`src/rtl/bw_io_ddr_dqs_gen_pkg.sv`:
```
// ---------------------------------------------------------------------------
// bw_io_ddr_dqs_gen_pkg
// Shared definitions for the DQS write-strobe generator:
//   dqsState_t    - FSM state encoding (IDLE, PRE, BURST, POST)
//   CNT_W         - width of the timed-state cycle counter
//   DEF_PRE_CYC   - default preamble length in clk cycles
//   DEF_POST_CYC  - default postamble length in clk cycles
//   burstLoad()   - counter load value for a burst of (len+1) DQS periods
// ---------------------------------------------------------------------------
package bw_io_ddr_dqs_gen_pkg;

    typedef enum logic [1:0] {
        IDLE  = 2'd0,
        PRE   = 2'd1,
        BURST = 2'd2,
        POST  = 2'd3
    } dqsState_t;

    localparam int CNT_W        = 4;
    localparam int DEF_PRE_CYC  = 2;
    localparam int DEF_POST_CYC = 1;

    // A burst lasts 2*(len+1) cycles and the counter exits at zero, so the
    // load value is 2*len+1, which is simply len with a 1 appended.
    function automatic logic [CNT_W-1:0] burstLoad(input logic [2:0] len);
        return {len, 1'b1};
    endfunction

endpackage

```
`src/rtl/bw_io_ddr_dqs_gen_if.sv`:
```
// ---------------------------------------------------------------------------
// bw_io_ddr_dqs_gen_if
// Request/strobe bundle between a write-burst requester and the DQS
// generator.
//   wr_req    - write-burst request, held until wr_ack
//   wr_len    - burst length minus one, in DQS periods
//   wr_ack    - one-cycle combinational acceptance of wr_req
//   strobe    - functional DQS level
//   strobe_oe - DQS pad output-enable
//   dq_valid  - a data beat is launched this cycle
//   busy      - generator is not idle
// master: the requester side; slave: the generator side.
// ---------------------------------------------------------------------------
interface bw_io_ddr_dqs_gen_if;

    logic       wr_req;
    logic [2:0] wr_len;
    logic       wr_ack;
    logic       strobe;
    logic       strobe_oe;
    logic       dq_valid;
    logic       busy;

    modport master (
        output wr_req,
        output wr_len,
        input  wr_ack,
        input  strobe,
        input  strobe_oe,
        input  dq_valid,
        input  busy
    );

    modport slave (
        input  wr_req,
        input  wr_len,
        output wr_ack,
        output strobe,
        output strobe_oe,
        output dq_valid,
        output busy
    );

endinterface

```
`src/rtl/bw_io_ddr_dqs_gen_cnt.sv`:
```
// ---------------------------------------------------------------------------
// bw_io_ddr_dqs_cnt
// Loadable down-counter with a zero flag that times the PRE, BURST and
// POST states of the DQS generator.
//   clk        - block clock
//   rst        - synchronous active-high reset, clears the count
//   i_load     - load i_loadVal this cycle (has priority over i_dec)
//   i_loadVal  - value to load
//   i_dec      - decrement this cycle; holds at zero instead of wrapping
//   o_zero     - count is zero
// ---------------------------------------------------------------------------
module bw_io_ddr_dqs_cnt
    import bw_io_ddr_dqs_gen_pkg::*;
(
    input  logic             clk,
    input  logic             rst,
    input  logic             i_load,
    input  logic [CNT_W-1:0] i_loadVal,
    input  logic             i_dec,
    output logic             o_zero
);

    logic [CNT_W-1:0] r_count;

    // Load wins over decrement; a decrement at zero is ignored so the
    // counter can never wrap back to its maximum value.
    always_ff @(posedge clk) begin
        if (rst) begin
            r_count <= '0;
        end else if (i_load) begin
            r_count <= i_loadVal;
        end else if (i_dec && (r_count != '0)) begin
            r_count <= r_count - CNT_W'(1);
        end
    end

    assign o_zero = (r_count == '0);

endmodule

```
`src/rtl/bw_io_ddr_dqs_gen.sv`:
```
// ---------------------------------------------------------------------------
// bw_io_ddr_dqs_gen
// DQS write-strobe generator. Each accepted write burst produces a
// preamble (strobe low, driver enabled), a toggling strobe burst of
// 2*(wr_len+1) cycles with dq_valid high, and a postamble. A request
// accepted on the last burst cycle continues seamlessly into a new burst.
//   clk        - block clock
//   rst        - synchronous active-high reset
//   io_bus     - slave side of bw_io_ddr_dqs_gen_if (wr_req, wr_len in;
//                wr_ack, strobe, strobe_oe, dq_valid, busy out)
// Parameters:
//   PRE_CYC    - preamble length in clk cycles (1..3)
//   POST_CYC   - postamble length in clk cycles (1..3)
// ---------------------------------------------------------------------------
module bw_io_ddr_dqs_gen
    import bw_io_ddr_dqs_gen_pkg::*;
#(
    parameter int PRE_CYC  = DEF_PRE_CYC,
    parameter int POST_CYC = DEF_POST_CYC
)
(
    input  logic                      clk,
    input  logic                      rst,
    bw_io_ddr_dqs_gen_if.slave        io_bus
);

    localparam logic [CNT_W-1:0] PRE_LOAD  = CNT_W'(PRE_CYC - 1);
    localparam logic [CNT_W-1:0] POST_LOAD = CNT_W'(POST_CYC - 1);

    dqsState_t        r_state;
    dqsState_t        w_nextState;
    logic [2:0]       r_len;
    logic [2:0]       w_nextLen;
    logic             r_strobe;
    logic             r_strobeOe;
    logic             r_dqValid;
    logic             r_busy;
    logic             w_nextStrobe;
    logic             w_nextStrobeOe;
    logic             w_nextDqValid;
    logic             w_nextBusy;
    logic             w_lastBurst;
    logic             w_accept;
    logic             w_cntLoad;
    logic [CNT_W-1:0] w_cntLoadVal;
    logic             w_cntDec;
    logic             w_cntZero;

    bw_io_ddr_dqs_cnt u_cnt (
        .clk       (clk),
        .rst       (rst),
        .i_load    (w_cntLoad),
        .i_loadVal (w_cntLoadVal),
        .i_dec     (w_cntDec),
        .o_zero    (w_cntZero)
    );

    // A request is taken only from IDLE or on the final burst cycle, and
    // never while reset is held.
    always_comb begin
        w_lastBurst = (r_state == BURST) && w_cntZero;
        w_accept    = !rst && io_bus.wr_req && ((r_state == IDLE) || w_lastBurst);
    end

    // Next-state, counter control and next output values. Outputs are
    // derived from the next state so the flops below present them in the
    // same cycle the state becomes current.
    always_comb begin
        w_nextState  = r_state;
        w_nextLen    = r_len;
        w_nextStrobe = 1'b0;
        w_cntLoad    = 1'b0;
        w_cntLoadVal = '0;
        w_cntDec     = 1'b0;
        case (r_state)
            IDLE: begin
                if (w_accept) begin
                    w_nextState  = PRE;
                    w_nextLen    = io_bus.wr_len;
                    w_cntLoad    = 1'b1;
                    w_cntLoadVal = PRE_LOAD;
                end
            end
            PRE: begin
                if (w_cntZero) begin
                    w_nextState  = BURST;
                    w_nextStrobe = 1'b1;
                    w_cntLoad    = 1'b1;
                    w_cntLoadVal = burstLoad(r_len);
                end else begin
                    w_cntDec = 1'b1;
                end
            end
            BURST: begin
                if (w_cntZero) begin
                    if (w_accept) begin
                        w_nextState  = BURST;
                        w_nextLen    = io_bus.wr_len;
                        w_nextStrobe = 1'b1;
                        w_cntLoad    = 1'b1;
                        w_cntLoadVal = burstLoad(io_bus.wr_len);
                    end else begin
                        w_nextState  = POST;
                        w_cntLoad    = 1'b1;
                        w_cntLoadVal = POST_LOAD;
                    end
                end else begin
                    w_nextStrobe = ~r_strobe;
                    w_cntDec     = 1'b1;
                end
            end
            POST: begin
                if (w_cntZero) begin
                    w_nextState = IDLE;
                end else begin
                    w_cntDec = 1'b1;
                end
            end
            default: begin
                w_nextState = IDLE;
            end
        endcase
        w_nextStrobeOe = (w_nextState != IDLE);
        w_nextDqValid  = (w_nextState == BURST);
        w_nextBusy     = (w_nextState != IDLE);
    end

    // State, captured length and registered outputs.
    always_ff @(posedge clk) begin
        if (rst) begin
            r_state    <= IDLE;
            r_len      <= '0;
            r_strobe   <= 1'b0;
            r_strobeOe <= 1'b0;
            r_dqValid  <= 1'b0;
            r_busy     <= 1'b0;
        end else begin
            r_state    <= w_nextState;
            r_len      <= w_nextLen;
            r_strobe   <= w_nextStrobe;
            r_strobeOe <= w_nextStrobeOe;
            r_dqValid  <= w_nextDqValid;
            r_busy     <= w_nextBusy;
        end
    end

    assign io_bus.wr_ack    = w_accept;
    assign io_bus.strobe    = r_strobe;
    assign io_bus.strobe_oe = r_strobeOe;
    assign io_bus.dq_valid  = r_dqValid;
    assign io_bus.busy      = r_busy;

endmodule

```
`src/flat_wrapper.sv`:
```
// flat-port wrapper written by rule: the top's interface ports become plain ports
module bw_io_ddr_dqs_gen_flat import bw_io_ddr_dqs_gen_pkg::*;
#(
    parameter int PRE_CYC  = DEF_PRE_CYC,
    parameter int POST_CYC = DEF_POST_CYC
)
  (clk, rst, io_bus_wr_req, io_bus_wr_len, io_bus_wr_ack, io_bus_strobe, io_bus_strobe_oe, io_bus_dq_valid, io_bus_busy);
  bw_io_ddr_dqs_gen_if io_bus_i ();
  input  logic clk;
  input  logic rst;
  input wire logic [$bits(io_bus_i.wr_req)-1:0] io_bus_wr_req;
  input wire logic [$bits(io_bus_i.wr_len)-1:0] io_bus_wr_len;
  output wire logic [$bits(io_bus_i.wr_ack)-1:0] io_bus_wr_ack;
  output wire logic [$bits(io_bus_i.strobe)-1:0] io_bus_strobe;
  output wire logic [$bits(io_bus_i.strobe_oe)-1:0] io_bus_strobe_oe;
  output wire logic [$bits(io_bus_i.dq_valid)-1:0] io_bus_dq_valid;
  output wire logic [$bits(io_bus_i.busy)-1:0] io_bus_busy;
  assign io_bus_i.wr_req = io_bus_wr_req;
  assign io_bus_i.wr_len = io_bus_wr_len;
  assign io_bus_wr_ack = io_bus_i.wr_ack;
  assign io_bus_strobe = io_bus_i.strobe;
  assign io_bus_strobe_oe = io_bus_i.strobe_oe;
  assign io_bus_dq_valid = io_bus_i.dq_valid;
  assign io_bus_busy = io_bus_i.busy;
  bw_io_ddr_dqs_gen #(.PRE_CYC(PRE_CYC), .POST_CYC(POST_CYC)) u_core (.clk(clk), .rst(rst), .io_bus(io_bus_i));
endmodule
```
`config.mk`:
```
export PLATFORM = sky130hd
export DESIGN_NAME = bw_io_ddr_dqs_gen_flat
export DESIGN_NICKNAME = d
export VERILOG_FILES = /design/src/rtl/bw_io_ddr_dqs_gen_pkg.sv /design/src/rtl/bw_io_ddr_dqs_gen_if.sv /design/src/rtl/bw_io_ddr_dqs_gen_cnt.sv /design/src/rtl/bw_io_ddr_dqs_gen.sv /design/src/flat_wrapper.sv
export SDC_FILE = /design/constraint.sdc
export NUM_CORES = 1
export LEC_CHECK = 0
export BUFFER_PORTS_ARGS = -buffer_cell sky130_fd_sc_hd__buf_2
export CORE_ASPECT_RATIO = 0.7
export CORE_MARGIN = 10
export CORE_UTILIZATION = 30
export CTS_BUF_LIST = sky130_fd_sc_hd__clkbuf_8
export DETAILED_ROUTE_END_ITERATION = 8
export GPL_TIMING_DRIVEN = 0
export PLACE_DENSITY = 0.56
export SETUP_SLACK_MARGIN = 0.4
export SLEW_MARGIN = 20
export SYNTH_ARGS = -nofsm -noshare
export SYNTH_HDL_FRONTEND = slang
export SYNTH_HIERARCHICAL = 1
export SYNTH_SLANG_ARGS = --single-unit
```
`constraint.sdc`:
```
create_clock -name clk -period 4.5 [get_ports clk]
set_input_delay 0.9 -clock clk [delete_from_list [all_inputs] [get_ports clk]]
set_output_delay 0.9 -clock clk [all_outputs]
set_load 0.02 [all_outputs]
```
After elaboration in Yosys (flattened, before gate mapping)
Cells that the tools add are included.
{"block": "classes", "add_sub_neg": 1, "eq_ne": 5, "n_mux": 23, "bitwise": 1, "reduce_logical": 15}
{"cell": "$mux W4", "count": 5}
{"cell": "$pmux W4 S3", "count": 1}
{"cell": "$mux W2", "count": 4}
{"cell": "$pmux W2 S4", "count": 1}
{"cell": "$mux W1", "count": 7}
{"cell": "$eq A2 B2 Y1 const B", "count": 3}
{"cell": "$mux W3", "count": 2}
{"cell": "$pmux W3 S2", "count": 1}
{"cell": "$reduce_bool A2 Y1", "count": 3}
{"cell": "$logic_and A1 B1 Y1", "count": 4}
{"cell": "$logic_not A4 Y1", "count": 1}
{"cell": "$pmux W1 S2", "count": 2}
{"cell": "$reduce_bool A4 Y1", "count": 1}
{"cell": "$sub A4 B1 Y4 const B", "count": 1}
{"cell": "$reduce_or A3 Y1", "count": 1}
{"cell": "$eq A2 B1 Y1 const B", "count": 1}
{"cell": "$logic_not A2 Y1", "count": 1}
{"cell": "$ne A2 B1 Y1 const B", "count": 1}
{"cell": "$reduce_and A2 Y1", "count": 1}
{"cell": "$reduce_or A2 Y1", "count": 1}
{"cell": "$logic_not A1 Y1", "count": 1}
{"cell": "$logic_or A1 B1 Y1", "count": 1}
{"cell": "$not A1 Y1", "count": 1}
{"block": "totals", "reg_bits": 12, "out_inout_bits": 5}

Depth between registers and ports, before layout
Gate-level depths: netlist (run 1).
{"block": "logic_depth", "depth_word": 8, "ltp_mapped": 12, "ltp_nobuf": 11}

By module
Netlist (run 1), hierarchy kept.
{"module": "bw_io_ddr_dqs_gen", "instances": 1, "cells_per_inst": 69, "area_each_um2": 624.3}
{"module": "bw_io_ddr_dqs_cnt", "instances": 1, "cells_per_inst": 29, "area_each_um2": 262.8}

Worst setup path after synthesis (run 1)
Ideal clock, no wire load.
{"block": "synth_path", "kind": "input port to output port", "start": "input rst", "end": "output io_bus_wr_ack", "t_arrival_ns": 1.599, "setup_slack_ns": 2.001, "cell_stages": 3, "path_buffers": 1, "path_cell_list": "buf_6 or2b_4 nor2_1"}
{"block": "synth_between", "elab_chain_len": 3}
{"element": "start: declaration", "line": "flat_wrapper.sv:10", "rtl": "input logic rst;"}
{"element": "$logic_not A1 Y1", "line": "bw_io_ddr_dqs_gen.sv:62", "rtl": "w_accept = !rst && io_bus.wr_req && ((r_state == IDLE) || w_lastBurst);"}
{"element": "$logic_and A1 B1 Y1 (2 in series)", "line": "bw_io_ddr_dqs_gen.sv:62"}
{"element": "end: declaration", "line": "flat_wrapper.sv:13", "rtl": "output wire logic [$bits(io_bus_i.wr_ack)-1:0] io_bus_wr_ack;"}
No other way between the ends.

Worst setup path after layout (run 1)
{"block": "layout_path", "start": "register u_core.u_cnt.r_count[1]", "end": "output io_bus_wr_ack"}
{"block": "layout_between", "elab_chain_len": 4}
{"element": "start: declaration", "line": "bw_io_ddr_dqs_gen_cnt.sv:23", "rtl": "logic [CNT_W-1:0] r_count;"}
{"element": "start signal: assignment", "line": "bw_io_ddr_dqs_gen_cnt.sv:31", "rtl": "r_count <= i_loadVal;"}
{"element": "start signal: assignment", "line": "bw_io_ddr_dqs_gen_cnt.sv:33", "rtl": "r_count <= r_count - CNT_W'(1);"}
{"element": "$logic_not A4 Y1", "line": "bw_io_ddr_dqs_gen_cnt.sv:37", "rtl": "assign o_zero = (r_count == '0);"}
{"element": "named net u_core.w_cntZero", "line": "bw_io_ddr_dqs_gen.sv:47", "rtl": "logic w_cntZero;"}
{"element": "$logic_and A1 B1 Y1", "line": "bw_io_ddr_dqs_gen.sv:61", "rtl": "w_lastBurst = (r_state == BURST) && w_cntZero;"}
{"element": "$logic_or A1 B1 Y1", "line": "bw_io_ddr_dqs_gen.sv:62"}
{"element": "$logic_and A1 B1 Y1", "line": "bw_io_ddr_dqs_gen.sv:62"}
The timed path passes the listed nets, and every way through them passes these cells.

==> metrics, run 1 <==
largest family of logic cells by synthesized area=compound AO/OA/AOI/OAI gates; antenna-violating nets left=0; top_reg_cell synth=dfxtp_1; post-cts gate resize count=0; RSZ-0062 raised after global routing=false; skew final=0.00106 ns; CTS tree=yes; startpoint type of the worst setup path=flip-flop; initial DRC count=32; n_diodes=0; Ys Warns=6; Pint=0.000395 W; Post-synth EDFFs=0; io pins=11; Worst path top cell family by delay=simple AND/OR/NAND/NOR gates; mux cell area share after synthesis=4.51%; Netlist cell types=32; CP required=3.60 ns; outcome=complete, no violations; crit-path most repeated cell=inv_1; Final Max Slew Viols=0; DP Wirelength=1440 um; Synth top cells by count=nor2_1, dfxtp_1, ha_1, inv_1, a21oi_1; Post-synth ARST share=0%; Power Density=674 nW/um^2; layout cell share with drive strength beyond 1=25.0%; Clock Pin Slew Worst Setup and Hold Paths=0.05 ns; clock power share=16.6%; die area=5570 sq um; xor/xnor cell area share of the yosys netlist=0%; NetSw=0.000304 W; CP endpoint kind=primary output; critical path type=flip-flop to primary output; # DRC=0; grt total ovfl=0; mean post-synth cell area=9.05 sq um; endpoints failing setup=0; Num CTS Buffers=3; final hold viol count=0; Worst Reg-to-Reg Cells=9; worst-path maximum fanout=5; vias in the first global route=712; global-route wire length before repair=3090 um; min cycle time layout=2.71 ns; H-tree Lvls=1; final wirelength=1820 um; Post-Syn Area=887 sq um; Fill cells=310; CTS max path bufs=2; drt pass-1 iters=4; post-synthesis sequential element count=12; WP buf/inv=3; largest net degree at the start of global routing=11; vias after detailed routing=734; Routability Congestion=0.830; Max VDD drop=196 uV; core box area=2820 sq um; Final Non-Filler Cells=148; DR WL/cell=12.3 um; # rows=16; sequential power share=22.9%; R2R Path Start=u_core/u_cnt/r_count[1]; sequential share of the synthesized area=27.1%; hold path startpoint=u_core/r_len[2]; Hold Crit Depth=2; Logic pwr share=60.4%; initial antenna violation count=0; Worst Hold End=u_core/r_len[2]; initial core utilization=31.4%; port bufs=10; Via density=4.96; dpl cells=144; TNS Setup=0 ns; Sw Share=43.5%; compound-gate portion of the synthesized area=25.8%; clock sink count=12; post-CTS setup buffers=0; top-count cell post-synth=nor2_1; Period Utilization, post-route=60.2%; Net Count, Synth=112; crit-path cells=inv_1 -> ha_1 -> or3b_4 -> inv_1 -> a21oi_1 -> nor2_1 -> buf_2; slew margin rel.=64.2%; Worst Tran Pin Value=0.535 ns; Max-cap violations=0; Clock Root Buffer=clkbuf_8; area leader, netlist=dfxtp_1; largest cells by area after synthesis=dfxtp_1, ha_1, nor2_1; total global-route track usage=6.56%; Yosys top cell area share=27.1%; die height=65.5 um; Crit Reg-Reg Endpoint=u_core/u_cnt/r_count[1]; final net count=127; P&R area growth vs syn=16.9%; Post-Synth Simple-Gate Area=23.7%; achievable clock frequency=0.369 GHz; cells after synthesis=98; CP max-delay cell=or3b_4; CTS Hold Bufs=0; CP max stage delay=0.44 ns; Reg2Reg Setup Slack=2.13 ns; leakage power=0.407 nW; WP data arrival=1.81 ns; chip width=85.0 um; Post-Synth Adder-Cell Area=11.3%; Worst-Skew Late Latency=0.24 ns; hold crit path type=flip-flop to flip-flop
-- metal layers --
metal / vias to the layer above / track usage (%) / wire length, um
li1: 377 / - / -
met1: 341 / 8.60 / 939
met2: 14 / 9.61 / 759
met3: 2 / 1.85 / 95
met4: 0 / 3.07 / 27
met5: - / 0 / 0
-- flip-flops by register name (all words and copies together), names as in the netlist --
signal / cells
u_core/u_cnt/r_count: 4
u_core/r_state: 2
u_core/io_bus.busy: 1
u_core/io_bus.dq_valid: 1
u_core/io_bus.strobe: 1
u_core/r_len: 3
-- metrics by stage --
stage	utilization (%)	cell area, sq um	total power (W)	hold WS (ns)	setup WS [ns]
after CTS	36.7	1040	0.000706	0.509	1.78
after floorplan	-	887	0.000503	0.460	2.00
after global placement	34.8	982	0.000580	0.482	1.82
final	36.7	1040	0.000699	0.501	1.79
after global routing	36.7	1040	0.000760	0.544	1.67
after detailed placement	34.8	982	0.000585	0.496	1.82
-- logic make-up after synthesis --
group	count (synthesis)
AND/OR/NAND/NOR	39
AO/OA/AOI/OAI	24
flip-flops	12
buffers and inverters	11
adder cells (fa/ha/maj)	8
multiplexers	4
-- worst max path at each step --
stage,from,to,slack [ns],cells after the start
after CTS,u_core/u_cnt/r_count[1],io_bus_wr_ack,1.78,7
after detailed placement,rst,io_bus_wr_ack,1.82,5
after global routing,u_core/u_cnt/r_count[1],io_bus_wr_ack,1.67,7
after global placement,rst,io_bus_wr_ack,1.82,5
final,u_core/u_cnt/r_count[1],io_bus_wr_ack,1.79,7
after floorplan,rst,io_bus_wr_ack,2.00,3
-- final cells by class --
type                       instances  area (sq um)  share of cell area, %
tap                               36          45.0                   4.34
sequential                        12           240                   23.2
inverter                           7          26.3                   2.53
clock buffer                       4          55.1                   5.31
multi-input combinational         75           579                   55.9
buffer                             4          41.3                   3.98
timing repair buffer              10          50.0                   4.83
-- power by group through the flow --
| stage | clock network (W) | registers (W) | logic (W) |
|---|---|---|---|
| floorplan | 0 | 0.000168 | 0.000335 |
| global placement | 0 | 0.000162 | 0.000419 |
| detailed placement | 0 | 0.000163 | 0.000422 |
| CTS | 0.000122 | 0.000160 | 0.000424 |
| global route | 0.000126 | 0.000166 | 0.000468 |
| finish | 0.000116 | 0.000160 | 0.000422 |
-- placed cells by master (no fill, tap or decap), types with 3 or more instances in the layout --
cell      Yosys  routed
nor2_1       19      19
dfxtp_1      12      12
buf_2         0      10
ha_1          8       8
inv_1         7       7
a21oi_1       6       6
nand2_1       5       5
clkbuf_8      0       4
mux2i_1       4       4
buf_6         3       3
a32oi_1       3       3
o21ai_0       3       3
nand2b_1      3       3
nor3_1        3       3
-- worst min-delay path, delay by kind of cell (launching register included) --
| kind | cells | cell delay [ns] |
|---|---|---|
| simple gates | 1 | 0.07 |
| mux | 1 | 0.07 |
| flops | 1 | 0.33 |
No activity file was read; power rests on OpenSTA's default activity.
==> inputs of run 2 (changes only) <==
--- a/config.mk
+++ b/config.mk
@@ -5,6 +5,7 @@
 export SDC_FILE = /design/constraint.sdc
 export NUM_CORES = 1
 export LEC_CHECK = 0
+export ABC_AREA = 1
 export BUFFER_PORTS_ARGS = -buffer_cell sky130_fd_sc_hd__buf_2
 export CORE_ASPECT_RATIO = 0.7
 export CORE_MARGIN = 10
==> constraint.sdc (replaced) <==
create_clock -name clk -period 2.7 [get_ports clk]
set_input_delay 0.54 -clock clk [delete_from_list [all_inputs] [get_ports clk]]
set_output_delay 0.54 -clock clk [all_outputs]
set_load 0.02 [all_outputs]
==> run 2 against run 1 <==
Compared with the run above:
- count of clock-buffer cells in the layout fell by 1
- die area shrank 3.0%
- sequential share of layout area is 1.2 points higher
- combinational power rose by 41%
- largest power group unchanged
- highest routed layer unchanged
==> metrics, run 2 <==
outcome=complete, no violations; Max-cap violations=0 (unchanged); largest cells by area after synthesis=dfxtp_1, nand2_1, ha_1; H-tree Lvls=1 (unchanged); WL met1=949 um (+1.1%); skew final=0.00453 ns (+0.00346 ns); Ys Warns=6 (unchanged); layout cell share with drive strength beyond 1=24.8% (-0.18 points); die area=5400 sq um (-3.0%); # rows=16 (unchanged); most frequent cells in the layout=nand2_1, inv_1, dfxtp_1, a21oi_1, buf_2; register bank with the most flops=u_core/u_cnt/r_count; top_reg_cell synth=dfxtp_1; grt total ovfl=0 (unchanged); P&R area growth vs syn=16.0%; Detail Route met2 WL=793 um (+4.5%); endpoints failing setup=0 (unchanged); Final Max Slew Viols=0 (unchanged); Synth top cells by count=nand2_1, inv_1, dfxtp_1, a21oi_1; WL met3=61 um (-36%); Post-synth EDFFs=0 (unchanged); CTS max path bufs=2 (unchanged); chip width=83.7 um (-1.6%); antenna-violating nets left=0 (unchanged); Max VDD drop=260 uV (+33%); Worst Tran Pin Value=0.289 ns (-0.246 ns); final net count=153 (+20%); sequential share of the synthesized area=28.2% (+1.2 points); Power Density=1040 nW/um^2 (+54%); critical path type=flip-flop to primary output; vias in the first global route=711 (-0.14%); TNS Setup=0 ns (unchanged); leakage power=0.521 nW (+28%); hold crit path type=flip-flop to flip-flop; dpl cells=170 (+18%); Post-Syn Area=851 sq um (-4.1%); port bufs=10 (unchanged); Final Non-Filler Cells=173 (+17%); Net Count, Synth=138 (+23%); CTS tree=yes; top-count cell post-synth=nand2_1; Netlist cell types=21 (-34%); final hold viol count=0 (unchanged); vias after detailed routing=787 (+7.2%); Clock Pin Slew Worst Setup and Hold Paths=0.05 ns (about the same); top layer in use=met4; min cycle time layout=2.12 ns; Yosys top cell area share=28.2% (+1.2 points); initial DRC count=45 (+41%); Post-Synth Simple-Gate Area=33.7% (+10 points); post-synthesis sequential element count=12 (unchanged); CP endpoint kind=primary output; # DRC=0 (unchanged); CP required=2.16 ns (-1.44 ns); die height=64.6 um (-1.4%); io pins=11 (unchanged); global-route wire length before repair=3160 um (+2.2%); largest net degree at the start of global routing=9 (-2); mux cell area share after synthesis=0% (-4.5 points); largest family of logic cells by synthesized area=simple AND/OR/NAND/NOR gates; Period Utilization, post-route=78.4%; WP data arrival=1.58 ns (-0.23 ns); achievable clock frequency=0.473 GHz; most common cell after layout, fill and taps aside=nand2_1; slew margin rel.=80.7% (+17 points); drt pass-1 iters=4 (unchanged); DR WL/cell=10.6 um (-14%); compound-gate portion of the synthesized area=14.9% (-11 points); Worst-Skew Late Latency=0.23 ns (about the same); Largest register FFs=4 (unchanged); largest registers=u_core/u_cnt/r_count (4), u_core/r_len (3), u_core/r_state (2); mean post-synth cell area=6.86 sq um (-24%); area leader, netlist=dfxtp_1; cells after synthesis=124 (+27%); DP Wirelength=1460 um (+1.6%); n_diodes=0 (unchanged); clock sink count=12 (unchanged); Post-synth ARST share=0% (unchanged); initial core utilization=30.8% (-0.63 points); Fill cells=296 (-4.5%); core box area=2760 sq um (-2.1%); initial antenna violation count=0 (unchanged); RSZ-0062 raised after global routing=false; final wirelength=1830 um (+0.38%); total global-route track usage=6.89% (+0.33 points); Num CTS Buffers=3 (unchanged); Post-Synth Adder-Cell Area=11.8% (+0.48 points); xor/xnor cell area share of the yosys netlist=1.03% (+1.0 points); startpoint type of the worst setup path=flip-flop; Routability Congestion=0.846 (+1.9%); Via density=4.55 (-8.3%); worst-path maximum fanout=7 (+2); Clock Root Buffer=clkbuf_8
run 2: timing repair:
action                                  in CTS  in global routing
setup buffers                                0                  0
endpoints found under the setup margin       0                  1
resized for setup                            0                  1
hold buffers                                 0                  0
run 2: final cells by class:
type                            count  area, sq um  share of cell area, %
Inverter                           21         81.3                   8.24
Buffer                              1         7.51                  0.760
Tap cell                           36         45.0                   4.56
Multi-Input combinational cell     90          522                   52.9
Clock buffer                        3         41.3                   4.18
Timing Repair Buffer               10         50.0                   5.07
Sequential cell                    12          240                   24.3
run 2: logic make-up (layout without fill, tap and decap cells):
group | count (synthesis) | after routing
XOR/XNOR | 1 | 1
AND/OR/NAND/NOR | 59 | 59
adder cells (fa/ha/maj) | 8 | 8
flip-flops | 12 | 12
AO/OA/AOI/OAI | 22 | 22
buffers and inverters | 22 | 35
run 2: final timing paths:
| path | slack [ns] | to | start | depth (start not counted) |
|---|---|---|---|---|
| worst max-delay path | 0.58 | io_bus_wr_ack | u_core/u_cnt/r_count[0] | 9 |
| worst min-delay path | 0.50 | u_core/u_cnt/r_count[3] | u_core/u_cnt/r_count[3] | 2 |
| worst max register to register | 0.88 | u_core/u_cnt/r_count[3] | u_core/u_cnt/r_count[0] | 10 |
| worst min register to register | 0.50 | u_core/u_cnt/r_count[3] | u_core/u_cnt/r_count[3] | 2 |
run 2: metal layers:
| metal | track usage, % | up-vias |
|---|---|---|
| li1 | - | 420 |
| met1 | 8.16 | 357 |
| met2 | 11.1 | 8 |
| met3 | 2.00 | 2 |
| met4 | 3.75 | 0 |
| met5 | 0 | - |
run 2: worst max-delay path, cell delays in order, from the launching register on:
cell and delay (ns):
dfxtp_1 0.32, inv_1 0.10, ha_1 0.22, nand3_2 0.13
inv_2 0.14, nand2_2 0.08, nand2_2 0.07, nand2_2 0.08
inv_1 0.06, buf_2 0.15
run 2: power by group:
group	switching (W)	internal, W	leakage [nW]
clock	0.0000609	0.0000980	0.0216
sequential	0.0000412	0.000229	0.0983
combinational	0.000385	0.000212	0.402
total	0.000487	0.000539	0.521
run 2: metrics by stage:
step	util, %	area (sq um)	hold slack [ns]	power [W]	worst slack [ns]
4_1_cts	35.7	987	0.508	0.00103	0.498
6_report	35.7	987	0.504	0.00103	0.584
3_5_place_dp	34.2	946	0.496	0.000864	0.761
3_3_place_gp	34.2	946	0.489	0.000853	0.800
2_1_floorplan	-	851	0.462	0.000747	0.970
5_1_grt	35.7	987	0.537	0.00113	0.437
